--- src/rtl/packet_deframer.sv ---
// UART command-path framer: hunts SYNC_BYTE, parses Dest/Src/Len header
// and emits payload bytes as a UART_PACKET stream with SoP/EoP marking.
//
// Ports:
//   ipClk      in   system clock, rising edge
//   ipReset    in   asynchronous active-low reset
//   ipRxData   in   received byte, qualified by ipRxValid
//   ipRxValid  in   one-cycle strobe per received byte
//   opRxStream out  registered payload beat plus latched header fields
//   opError    out  one-cycle pulse on inter-byte timeout abort

package uart_pkg;
    typedef struct packed {
        logic [7:0] Source;
        logic [7:0] Destination;
        logic [7:0] Length;
        logic [7:0] Data;
        logic       SoP;
        logic       EoP;
        logic       Valid;
    } UART_PACKET;
endpackage

module packet_deframer
    import uart_pkg::*;
#(
    parameter logic [7:0]  SYNC_BYTE = 8'h55,
    parameter int unsigned TIMEOUT   = 1_000_000
) (
    input  logic       ipClk,
    input  logic       ipReset,
    input  logic [7:0] ipRxData,
    input  logic       ipRxValid,
    output UART_PACKET opRxStream,
    output logic       opError
);

    localparam int TW = $clog2(TIMEOUT + 1);
    localparam logic [TW-1:0] TMO_LAST = TW'(TIMEOUT - 1);
    localparam logic [TW-1:0] TMO_MAX  = TW'(TIMEOUT);

    typedef enum logic [2:0] {
        S_SYNC,
        S_DEST,
        S_SRC,
        S_LEN,
        S_DATA
    } state_t;

    state_t        state_q;
    logic [7:0]    rem_q;
    logic [TW-1:0] tmo_q;
    logic          first_q;
    UART_PACKET    out_q;
    logic          err_q;
    logic          expire;

    // TIMEOUT idle cycles have elapsed when the counter already holds
    // TIMEOUT-1 and this cycle brings no byte either; a byte always wins.
    assign expire = (state_q != S_SYNC) && !ipRxValid
                    && (tmo_q >= TMO_LAST);

    always_ff @(posedge ipClk or negedge ipReset) begin
        if (!ipReset) begin
            state_q <= S_SYNC;
            rem_q   <= '0;
            tmo_q   <= '0;
            first_q <= 1'b0;
            out_q   <= '0;
            err_q   <= 1'b0;
        end else begin
            out_q.Valid <= 1'b0;
            out_q.SoP   <= 1'b0;
            out_q.EoP   <= 1'b0;
            err_q       <= 1'b0;

            if (state_q == S_SYNC || ipRxValid) begin
                tmo_q <= '0;
            end else if (tmo_q != TMO_MAX) begin
                tmo_q <= tmo_q + 1'b1;
            end

            if (expire) begin
                err_q   <= 1'b1;
                state_q <= S_SYNC;
                tmo_q   <= '0;
            end else if (ipRxValid) begin
                unique case (state_q)
                    S_SYNC: begin
                        if (ipRxData == SYNC_BYTE) begin
                            state_q <= S_DEST;
                        end
                    end
                    S_DEST: begin
                        out_q.Destination <= ipRxData;
                        state_q           <= S_SRC;
                    end
                    S_SRC: begin
                        out_q.Source <= ipRxData;
                        state_q      <= S_LEN;
                    end
                    S_LEN: begin
                        out_q.Length <= ipRxData;
                        rem_q        <= ipRxData;
                        first_q      <= 1'b1;
                        // Zero-length frames are dropped without output.
                        state_q <= (ipRxData == 8'd0) ? S_SYNC : S_DATA;
                    end
                    S_DATA: begin
                        out_q.Data  <= ipRxData;
                        out_q.Valid <= 1'b1;
                        out_q.SoP   <= first_q;
                        out_q.EoP   <= (rem_q == 8'd1);
                        first_q     <= 1'b0;
                        rem_q       <= rem_q - 8'd1;
                        if (rem_q == 8'd1) begin
                            state_q <= S_SYNC;
                        end
                    end
                    default: state_q <= S_SYNC;
                endcase
            end
        end
    end

    assign opRxStream = out_q;
    assign opError    = err_q;

endmodule
--- config.mk ---
export PLATFORM = sky130hd
export DESIGN_NAME = packet_deframer
export DESIGN_NICKNAME = d
export VERILOG_FILES = /design/src/rtl/packet_deframer.sv
export SDC_FILE = /design/constraint.sdc
export NUM_CORES = 1
export LEC_CHECK = 0
export ABC_AREA = 0
export CAP_MARGIN = 0
export CORE_MARGIN = 3
export CORE_UTILIZATION = 54
export DETAILED_ROUTE_END_ITERATION = 8
export PLACE_DENSITY = 0.78
export SYNTH_ARGS = -nofsm -noshare
export SYNTH_HDL_FRONTEND = slang
export SYNTH_SLANG_ARGS = --single-unit
--- constraint.sdc ---
create_clock -name ipClk -period 2.55 [get_ports ipClk]
set_input_delay 0.6375 -clock ipClk [delete_from_list [all_inputs] [get_ports ipClk]]
set_output_delay 0.6375 -clock ipClk [all_outputs]
set_load 0.01 [all_outputs]
=== Word level (Yosys, flattened, before mapping) ===
Index checks and enable logic that the tools add are counted.
W data, S select, Z words.

* Input bits: 11
* Word-level logic and storage cells: 56
* Register bits: 68

* Equal/unequal tests: 9
* Bitwise logic cells: 1
* Add/sub/neg operators: 2
* $lt $le $gt $ge: 1
* Reduce and logical (&&, ||, !) cells: 16
* Muxes and demuxes: 15

{| class="wikitable"
|+ Operator list
! operator !! count
|-
| $mux W20 || 3
|-
| $mux W3 || 8
|-
| $add A20 B1 Y20 const B || 1
|-
| $ge A20 B20 Y1 const B || 1
|-
| $ne A20 B20 Y1 const B || 1
|-
| $reduce_and A3 Y1 || 6
|-
| $pmux W8 S2 || 1
|-
| $pmux W3 S5 || 1
|-
| $eq A8 B1 Y1 const B || 1
|-
| $eq A8 B7 Y1 const B || 1
|-
| $logic_not A8 Y1 || 1
|-
| $sub A8 B1 Y8 const B || 1
|-
| $eq A3 B2 Y1 const B || 2
|-
| $reduce_bool A3 Y1 || 2
|-
| $reduce_bool A2 Y1 || 2
|-
| $eq A3 B1 Y1 const B || 1
|-
| $eq A3 B3 Y1 const B || 1
|-
| $logic_not A3 Y1 || 1
|-
| $ne A3 B2 Y1 const B || 1
|-
| $ne A3 B3 Y1 const B || 1
|-
| $logic_and A1 B1 Y1 || 2
|-
| $pmux W1 S2 || 1
|-
| $logic_not A1 Y1 || 1
|-
| $logic_or A1 B1 Y1 || 1
|-
| 2 further kinds || 2
|}

=== Longest topological paths before layout ===
Gate-level depths: netlist of the first run.

* Word-level depth: 5
* Gate-level depth with buffers: 7

=== Least setup slack after synthesis of the first run ===
OpenSTA, ideal clock, no wires.

* Path type: input port to flip-flop
* Start point: input ipRxValid
* End point: register out_q (netlist bit opRxStream[19])
* Stages: 3
* Arrival time: 1869 ps
* Path buffers: 1
* Setup slack: 556 ps
* Cell sequence: clkbuf_1 nor4b_2 mux2_2

* Longest elaborated chain between the ends: 5

{| class="wikitable"
|+ RTL lines
! what !! line !! source
|-
| start: declaration || 33 || <nowiki>input logic ipRxValid,</nowiki>
|-
| $logic_not A1 Y1 || 60 || <nowiki>assign expire = (state_q != S_SYNC) && !ipRxValid</nowiki>
|-
| $logic_and A1 B1 Y1 || 60 ||
|-
| $logic_and A1 B1 Y1 || 61 || <nowiki>&& (tmo_q >= TMO_LAST);</nowiki>
|-
| $not A1 Y1 (no line) || -- ||
|-
| $reduce_and A3 Y1 (no line) (*) || -- ||
|-
| end: declaration || 54 || <nowiki>UART_PACKET out_q;</nowiki>
|}

Every way passes the cells marked *; elsewhere a longest branch is shown, timed or not.
A chain may end at the register's enable or synchronous reset.

=== Final worst setup path of the first run ===
* Start point: input ipRxValid
* End point: register rem_q[7]

* Longest elaborated chain between the ends: 5

{| class="wikitable"
|+ RTL lines
! what !! line !! source
|-
| $logic_not A1 Y1 || 60 ||
|-
| $logic_and A1 B1 Y1 || 60 ||
|-
| $logic_and A1 B1 Y1 || 61 ||
|-
| $not A1 Y1 (no line) || -- ||
|-
| $reduce_and A3 Y1 (no line) (*) || -- ||
|-
| end signal: assignment || 104 || <nowiki>rem_q <= ipRxData;</nowiki>
|-
| end signal: assignment || 115 || <nowiki>rem_q <= rem_q - 8'd1;</nowiki>
|-
| end: declaration || 51 || <nowiki>logic [7:0] rem_q;</nowiki>
|}

Marked as above.

==> results of run 1 <==
metal layers:
metal	vias to the layer above	share of wire	GRT usage
li1	1140	-	-
met1	1178	0.41	0.273
met2	55	0.53	0.413
met3	18	0.032	0.0369
met4	0	0.026	0.111
met5	-	0	0
layout make-up:
cell class | count | area share
clock buffers | 14 | 0.0438
well taps | 72 | 0.0228
repair buffers | 58 | 0.141
inverters | 14 | 0.0133
multi-input cells | 191 | 0.340
clock inverters | 1 | 0.00761
flip-flops and latches | 68 | 0.431
sequential cells by signal, indices dropped and copies added (netlist names):
| signal | cells |
|---|---|
| first_q | 1 |
| opRxStream | 35 |
| tmo_q | 20 |
| opError | 1 |
| state_q | 3 |
| rem_q | 8 |
path summary, 6_finish.rpt:
kind                       cells past startpoint  slack, ns      startpoint             end
max in group asynchronous                      2       1.94         ipReset  opRxStream[26]
hold reg to reg                                2       0.49  opRxStream[11]  opRxStream[11]
setup reg to reg                               5       0.57       tmo_q[13]       tmo_q[19]
hold / removal                                 2       0.31         ipReset   opRxStream[5]
min in group ipClk                             2       0.49  opRxStream[11]  opRxStream[11]
setup / recovery                               5       0.48       ipRxValid        rem_q[7]
synthesized netlist by cell type, drive strengths merged, types with 2 or more instances:
cell	n	area, sq um
and2	4	25.0
mux2	30	338
o2bb2ai	2	17.5
nand3	8	40.0
o21ai	19	95.1
and4	5	43.8
a22o	2	17.5
buf	3	13.8
nor4	4	25.0
nand4b	2	17.5
or3b	2	17.5
xor2	9	78.8
clkbuf	11	41.3
nor3	9	45.0
nand2	12	45.0
ha	4	50.1
or3	7	43.8
nand4	10	62.6
dfrtp	68	1700
nor4b	2	23.8
nand2b	2	12.5
a22oi	2	15.0
and3	3	18.8
inv	14	52.6
a21oi	17	85.1
nor2	19	71.3
power breakdown:
part	switching, W	total [W]	internal, W
Sequential	0.000262	0.00169	0.00143
Clock	0.000382	0.000910	0.000528
Combinational	0.000644	0.00149	0.000845
Total	0.00129	0.00409	0.00281
logic make-up after synthesis:
logic type | after synthesis | share of synthesized area
DFF | 68 | 0.540
AOI/OAI and AO/OA | 51 | 0.0993
and+or+nand+nor | 96 | 0.175
adders and majority gates | 4 | 0.0159
muxes | 30 | 0.107
xor gates and xnor gates | 10 | 0.0278
buffers and inverters | 28 | 0.0342
through the flow:
stage | total power [W] | setup WS (ns) | area (sq um) | hold slack (ns)
2_1_floorplan | 0.00242 | 0.556 | 3150 | 0.342
3_3_place_gp | 0.00314 | 0.261 | 3740 | 0.468
3_5_place_dp | 0.00321 | 0.148 | 3740 | 0.483
4_1_cts | 0.00412 | 0.498 | 3950 | 0.320
5_1_grt | 0.00433 | 0.313 | 3950 | 0.329
6_report | 0.00409 | 0.479 | 3950 | 0.306
==> results_dict.tcl, run 1 <==
set metrics [dict create \
    crit_buf_inv 1 \
    setup_viol 0 \
    slew_violations 0 \
    critPathArrivalTime_ns 2.30 \
    power.density_nw_per_um2 1040 \
    crit_type "input port to register" \
    worstPathRequired_ns 2.78 \
    rows 27 \
    dieHeight_um 82.4 \
    slew_headroom 0.676 \
    ctsHoldBuffers 0 \
    synthCells 287 \
    cts_buffer_depth 2 \
    grt_pass1_wl_mm 11.7 \
    die_area_sq_um 6780 \
    cts_max_level 3 \
    final_cell_mix "dfrtp_1, clkdlybuf4s50_1, mux2_2, nor2_1, o21ai_0" \
    synth_cell_type_count 46 \
    detail_route.iter0.violations 156 \
    synth_edf_count 0 \
    firstDrtPassIters 4 \
    clk_pin_slew_ns 0.07 \
    rsz0062_at_grt "false" \
    grt_max_degree 69 \
    diodes 0 \
    final_nets 357 \
    drc 0 \
    finalSetupTns_ns 0 \
    tightest_slew_ns 0.482 \
    cts_root_buf "clkbuf_8" \
    hold_viol 0 \
    gp_congestion 0.805 \
    overflow 0 \
    io_pins 47 \
    coreArea_sq_um 5570 \
    grt_util_all_layers 0.232 \
    ctsResizeCount 0 \
    ant_nets 0 \
    final_util 0.708 \
    postRouteWirelength_mm 7.05 \
    cts.sinks 68 \
    status "finished clean" \
    critPathMaxFanout 9 \
    stdcell_count 418 \
    layout_commonest_cell "dfrtp_1" \
    cp-end-kind "register" \
    cp_slowest_stage_delay_ns 0.66 \
    avgSynthCellArea_sq_um 11.0 \
    syn_area_sq_um 3150 \
    numPortBuffers 46 \
    p_leak_nw 1.66 \
    antenna_found_initial 0 \
    cp_slowest_cell "clkdlybuf4s50_1" \
    start_kind "input port" \
    viasPerCell 5.72 \
    fin_crit_sh 0.812 \
    floorplan.initialDensity 0.565 \
    synth-seq-cells 68 \
    clock_latency_ns 0.34 \
    numCtsBuffers 9 \
    syn-num-nets 302 \
    multi_input_area_sq_um 1340 \
    synth_top_flop_cell "dfrtp_1" \
    peakVddDrop_uv 493 \
    cpLargestDelayFamily "buffers and inverters" \
    cts_tree "done" \
    fillerInstances 420 \
    finalCriticalPeriod_ns 2.07 \
    placed_cells 403 \
    drive_gt1_frac 0.179 \
    vias 2391 \
    wl_per_cell_um 16.9 \
    hpwl_mm 5.01 \
    skew_ns 0.00688 \
    hold_class "input port to asynchronous set/reset pin" \
    max_cap_violations 0 \
    die_x_um 82.4 \
    max_freq_ghz 0.483 \
    synthToLayoutAreaGrowth_pct 25.3 \
    yosysSeqAreaShare 0.540 \
    cp_cell_sequence "clkdlybuf4s50_1, nand4bb_1, nand2_1, o21ai_0, a22o_1" \
    synthArstFlopShare 1.00 \
    register_area_sq_um 1700 \
    yosysWarnings 0 \
    grt_pass1_vias 2424 \
    post_cts_buffers 0 \
]
(Power assumes the default switching activity.)
==> run 2, diff against run 1 <==
- clock period: 2.55 -> 2.05 ns (I/O delays scaled with it)
==> results_dict.tcl, run 2 (same netlist as run 1, synthesis figures left out) <==
set metrics [dict create \
    rows 27 \
    rrSetupSlack_ns 0.24 \
    cp-startpoint "state_q[2]" \
    clk_pin_slew_ns 0.07 \
    vias 2452 \
    ant_nets 0 \
    overflow 0 \
    dieHeight_um 82.4 \
    final_nets 367 \
    fillerInstances 395 \
    ctsHoldBuffers 0 \
    cts_root_buf "clkbuf_8" \
    fin_ws_ns 0.239 \
    critPathArrivalTime_ns 2.09 \
    finalSetupTns_ns 0 \
    hpwl_mm 4.97 \
    r2r-start "state_q[2]" \
    die_area_sq_um 6780 \
    worstPathRequired_ns 2.33 \
    drc 0 \
    ctsResizeCount 0 \
    cp-end-kind "register" \
    postRouteWirelength_mm 7.07 \
    gp_congestion 0.788 \
    largest_register_ff_count 35 \
    status "finished clean" \
    skew_ns 0.00853 \
    tightest_slew_ns 0.574 \
    fin_crit_sh 0.883 \
    numCtsBuffers 9 \
    final_cell_mix "dfrtp_1, clkdlybuf4s50_1, mux2_2, buf_4" \
    cts_max_level 3 \
    reg2regPathDepth 4 \
    critPathMaxFanout 8 \
    clock_latency_ns 0.34 \
    grt_pass1_vias 2490 \
    hold-worst-slack_ns 0.187 \
    antenna_found_initial 0 \
    finalCriticalPeriod_ns 1.81 \
    rsz0062_at_grt "false" \
    coreArea_sq_um 5570 \
    crit_type "register to register" \
    detail_route.iter0.violations 111 \
    cts_buffer_depth 2 \
    pre_cts_slack_ns -0.00158 \
    post-route-cell-area_sq_um 4040 \
    numPortBuffers 46 \
    register_area_sq_um 1700 \
    power_w 0.00514 \
    diodes 0 \
    die_x_um 82.4 \
    grt_pass1_wl_mm 11.8 \
    cts_tree "done" \
    wl_per_cell_um 16.5 \
    firstDrtPassIters 4 \
    p_leak_nw 1.72 \
    slew_headroom 0.614 \
    hold_viol 0 \
    io_pins 47 \
    endpoint "rem_q[7]" \
    floorplan.initialDensity 0.565 \
    slew_violations 0 \
    hold_class "input port to asynchronous set/reset pin" \
    grt_max_degree 69 \
    cts.sinks 68 \
    post_cts_buffers 0 \
    layout_commonest_cell "dfrtp_1" \
    synthToLayoutAreaGrowth_pct 28.2 \
    peakVddDrop_uv 623 \
    max_freq_ghz 0.552 \
    setup_viol 0 \
    multi_input_area_sq_um 1350 \
    start_kind "register" \
    power.density_nw_per_um2 1270 \
    max_cap_violations 0 \
    drive_gt1_frac 0.205 \
    post_dp_cell_area_sq_um 3830 \
    viasPerCell 5.73 \
    grt_util_all_layers 0.236 \
    r2r-end "rem_q[7]" \
]
## run 2: cell count changes in the layout (fill, tap and decap cells not counted), sizes merged
| cell | before | now |
|---|---|---|
| buf | 13 | 23 |
## run 2: layout make-up
type / instances / area share
Clock inverter: 1 / 0.00743
Sequential cell: 68 / 0.421
Multi-Input combinational cell: 191 / 0.333
Inverter: 14 / 0.0130
Clock buffer: 14 / 0.0428
Timing Repair Buffer: 68 / 0.160
Tap cell: 72 / 0.0223
## run 2: worst min-delay path by stage
stage / startpoint / to / slack, ns / cells past startpoint
6_report: ipReset / opRxStream[13] / 0.19 / 2
5_1_grt: ipReset / opRxStream[9] / 0.21 / 2
3_3_place_gp: opRxStream[3] / opRxStream[3] / 0.47 / 2
2_1_floorplan: ipReset / first_q / 0.22 / 0
3_5_place_dp: opRxStream[3] / opRxStream[3] / 0.47 / 2
4_1_cts: ipReset / opRxStream[5] / 0.20 / 2
## run 2: layer usage
metal  GRT usage  share of wire  up-vias
li1            -              -     1165
met3      0.0423          0.034       22
met4       0.138          0.041        0
met2       0.404           0.51       60
met5           0              0        -
met1       0.277           0.41     1205
## run 2: power breakdown
part	internal [W]	switching (W)	total [W]
clock network	0.000657	0.000469	0.00113
registers	0.00178	0.000308	0.00209
logic	0.00111	0.000814	0.00192
## run 2: through the flow
stage          std cells  utilization
6_report             428        0.725
5_1_grt              428        0.725
4_1_cts              428        0.723
3_5_place_dp         413        0.687
3_3_place_gp         413        0.687
2_1_floorplan        287            -
## run 2: worst max-delay path: stages (launching register included)
cell	delay, ns
dfrtp_1	0.48
or3b_1	0.41
or4_4	0.50
o41ai_2	0.21
a22o_1	0.16
==> run 3, diff against run 2 <==
- ABC_AREA: 0 -> 1
- PLACE_DENSITY: 0.78 -> 0.77
- SKIP_CTS_REPAIR_TIMING: unset -> 1
==> results_dict.tcl, run 3 <==
set metrics [dict create \
    largest_register_ff_count 35 \
    numPortBuffers 46 \
    final_nets 459 \
    cp_slowest_stage_delay_ns 0.57 \
    wl_per_cell_um 14.2 \
    cts_root_buf "clkbuf_8" \
    cts_tree "done" \
    stdcell_count 521 \
    register_area_sq_um 1700 \
    synth_top_area_share 0.511 \
    synthArstFlopShare 1.00 \
    final_util 0.722 \
    hold_viol 0 \
    synthCells 381 \
    yosysTopAreaCell "dfrtp_1" \
    hpwl_mm 5.32 \
    cts_max_level 3 \
    yosysMostFrequentCell "nand2_1" \
    power_w 0.00503 \
    internal_power_w 0.00326 \
    vias 2708 \
    setup_viol 0 \
    peakVddDrop_uv 857 \
    skew_ns 0.00646 \
    drc 0 \
    synth-seq-cells 68 \
    numCtsBuffers 9 \
    avgSynthCellArea_sq_um 8.73 \
    cp-startpoint "opRxStream[15]" \
    status "finished clean" \
    placed_cells 505 \
    clk_pin_slew_ns 0.08 \
    gp_congestion 0.830 \
    max_cap_violations 0 \
    power.density_nw_per_um2 1210 \
    firstDrtPassIters 4 \
    die_area_sq_um 7140 \
    synthTopCellsByArea "dfrtp_1, nand2_1, o21ai_0" \
    p_sw_w 0.00177 \
    pre_cts_slack_ns 0.0558 \
    critPathMaxFanout 2 \
    tightest_slew_ns 0.348 \
    cp_cell_sequence "clkdlybuf4s50_1" \
    coreArea_sq_um 5740 \
    syn_area_sq_um 3330 \
    crit_buf_inv 1 \
    p_leak_nw 1.98 \
    postRouteWirelength_mm 7.38 \
    slew_violations 0 \
    pwr-share-seq 0.406 \
    start_kind "register" \
    rrSetupSlack_ns 0.40 \
    synth_top_flop_cell "dfrtp_1" \
    sw_frac_of_total 0.352 \
    p_comb_frac 0.371 \
    r2r-start "tmo_q[0]" \
    endpoint "opRxStream[15]" \
    grt_pass1_vias 2724 \
    reg2regPathDepth 10 \
    max_freq_ghz 0.562 \
    cpLargestDelayFamily "buffers and inverters" \
    overflow 0 \
    synthToLayoutAreaGrowth_pct 24.6 \
    r2r-end "tmo_q[12]" \
    cp-end-kind "output port" \
    cts_buffer_depth 2 \
    drive_gt1_frac 0.160 \
    grt_max_degree 52 \
    cp_num_cells 1 \
    grt_util_all_layers 0.228 \
    finalSetupTns_ns 0 \
    cp_slowest_cell "clkdlybuf4s50_1" \
    fillerInstances 450 \
    rsz0062_at_grt "false" \
    layout_commonest_cell "nand2_1" \
    synth_edf_count 0 \
    clock_power_share 0.223 \
    rows 27 \
    clock_latency_ns 0.34 \
    fin_crit_sh 0.867 \
    crit_type "register to output port" \
    syn-num-nets 396 \
    dieHeight_um 84.5 \
    finalCriticalPeriod_ns 1.78 \
    antenna_found_initial 0 \
    worstPathRequired_ns 1.54 \
    grt_pass1_wl_mm 12.9 \
    multi_input_area_sq_um 1400 \
    cts.sinks 68 \
    fin_ws_ns 0.272 \
    critPathArrivalTime_ns 1.27 \
    final_cell_mix "nand2_1, dfrtp_1, clkdlybuf4s50_1, o21ai_0, inv_1" \
    die_x_um 84.5 \
    synth_cell_type_count 37 \
    ys_top_cells_by_count "nand2_1, dfrtp_1, o21ai_0, inv_1, nor2_1" \
    detail_route.iter0.violations 142 \
    hold_class "input port to asynchronous set/reset pin" \
    io_pins 47 \
    viasPerCell 5.20 \
    slew_headroom 0.766 \
    yosysWarnings 0 \
    ant_nets 0 \
    diodes 0 \
    floorplan.initialDensity 0.579 \
    yosysSeqAreaShare 0.511 \
]
==> run 3: cell types whose count changed after synthesis, sizes merged, moves of 6 or more <==
| cell | change |
|---|---|
| a21oi | -9 |
| nand2 | +89 |
| nand3 | +6 |
| inv | +29 |
| mux2 | -30 |
| clkbuf | -7 |
| or3 | -7 |
| nor2 | +26 |
| o21ai | +26 |
==> run 3: logic make-up after synthesis <==
family                     share of synthesized area
xor gates and xnor gates                      0.0263
buffers and inverters                         0.0673
DFF                                            0.511
AOI/OAI and AO/OA                             0.0880
and+or+nand+nor                                0.292
adders and majority gates                     0.0150
==> run 3: stage by stage <==
| step | area [sq um] | hold slack, ns |
|---|---|---|
| 6_report | 4150 | 0.160 |
| 3_5_place_dp | 3940 | 0.471 |
| 2_1_floorplan | 3330 | 0.217 |
| 3_3_place_gp | 3940 | 0.463 |
| 5_1_grt | 4150 | 0.176 |
| 4_1_cts | 4150 | 0.164 |
==> run 3: layer usage <==
metal / track usage / vias up / wire length (um)
met2: 0.335 / 73 / 3290
met5: 0 / - / 0
li1: - / 1355 / -
met4: 0.0849 / 0 / 152
met1: 0.324 / 1263 / 3490
met3: 0.0608 / 17 / 448
==> run 3: how the worst min path moves through the flow <==
stage | startpoint | end | slack [ns] | cells after the start
floorplan | ipReset | first_q | 0.22 | 0
global placement | rem_q[3] | rem_q[3] | 0.46 | 2
detailed placement | rem_q[3] | rem_q[3] | 0.47 | 2
CTS | ipReset | tmo_q[5] | 0.16 | 2
global route | ipReset | tmo_q[9] | 0.18 | 2
finish | ipReset | tmo_q[5] | 0.16 | 2
==> run 3: area by class of cell <==
type	count	area share
clock buffer	10	0.0332
tap	72	0.0217
timing repair buffer	61	0.140
clock inverter	6	0.0154
inverter	45	0.0411
multi-input combinational	259	0.338
sequential	68	0.411
==> run 3: power by group through the flow <==
stage | registers, W | logic, W | clock network (W)
global route | 0.00210 | 0.00209 | 0.00120
finish | 0.00204 | 0.00186 | 0.00112
floorplan | 0.00215 | 0.000855 | 0
CTS | 0.00204 | 0.00189 | 0.00114
detailed placement | 0.00205 | 0.00187 | 0
global placement | 0.00205 | 0.00182 | 0
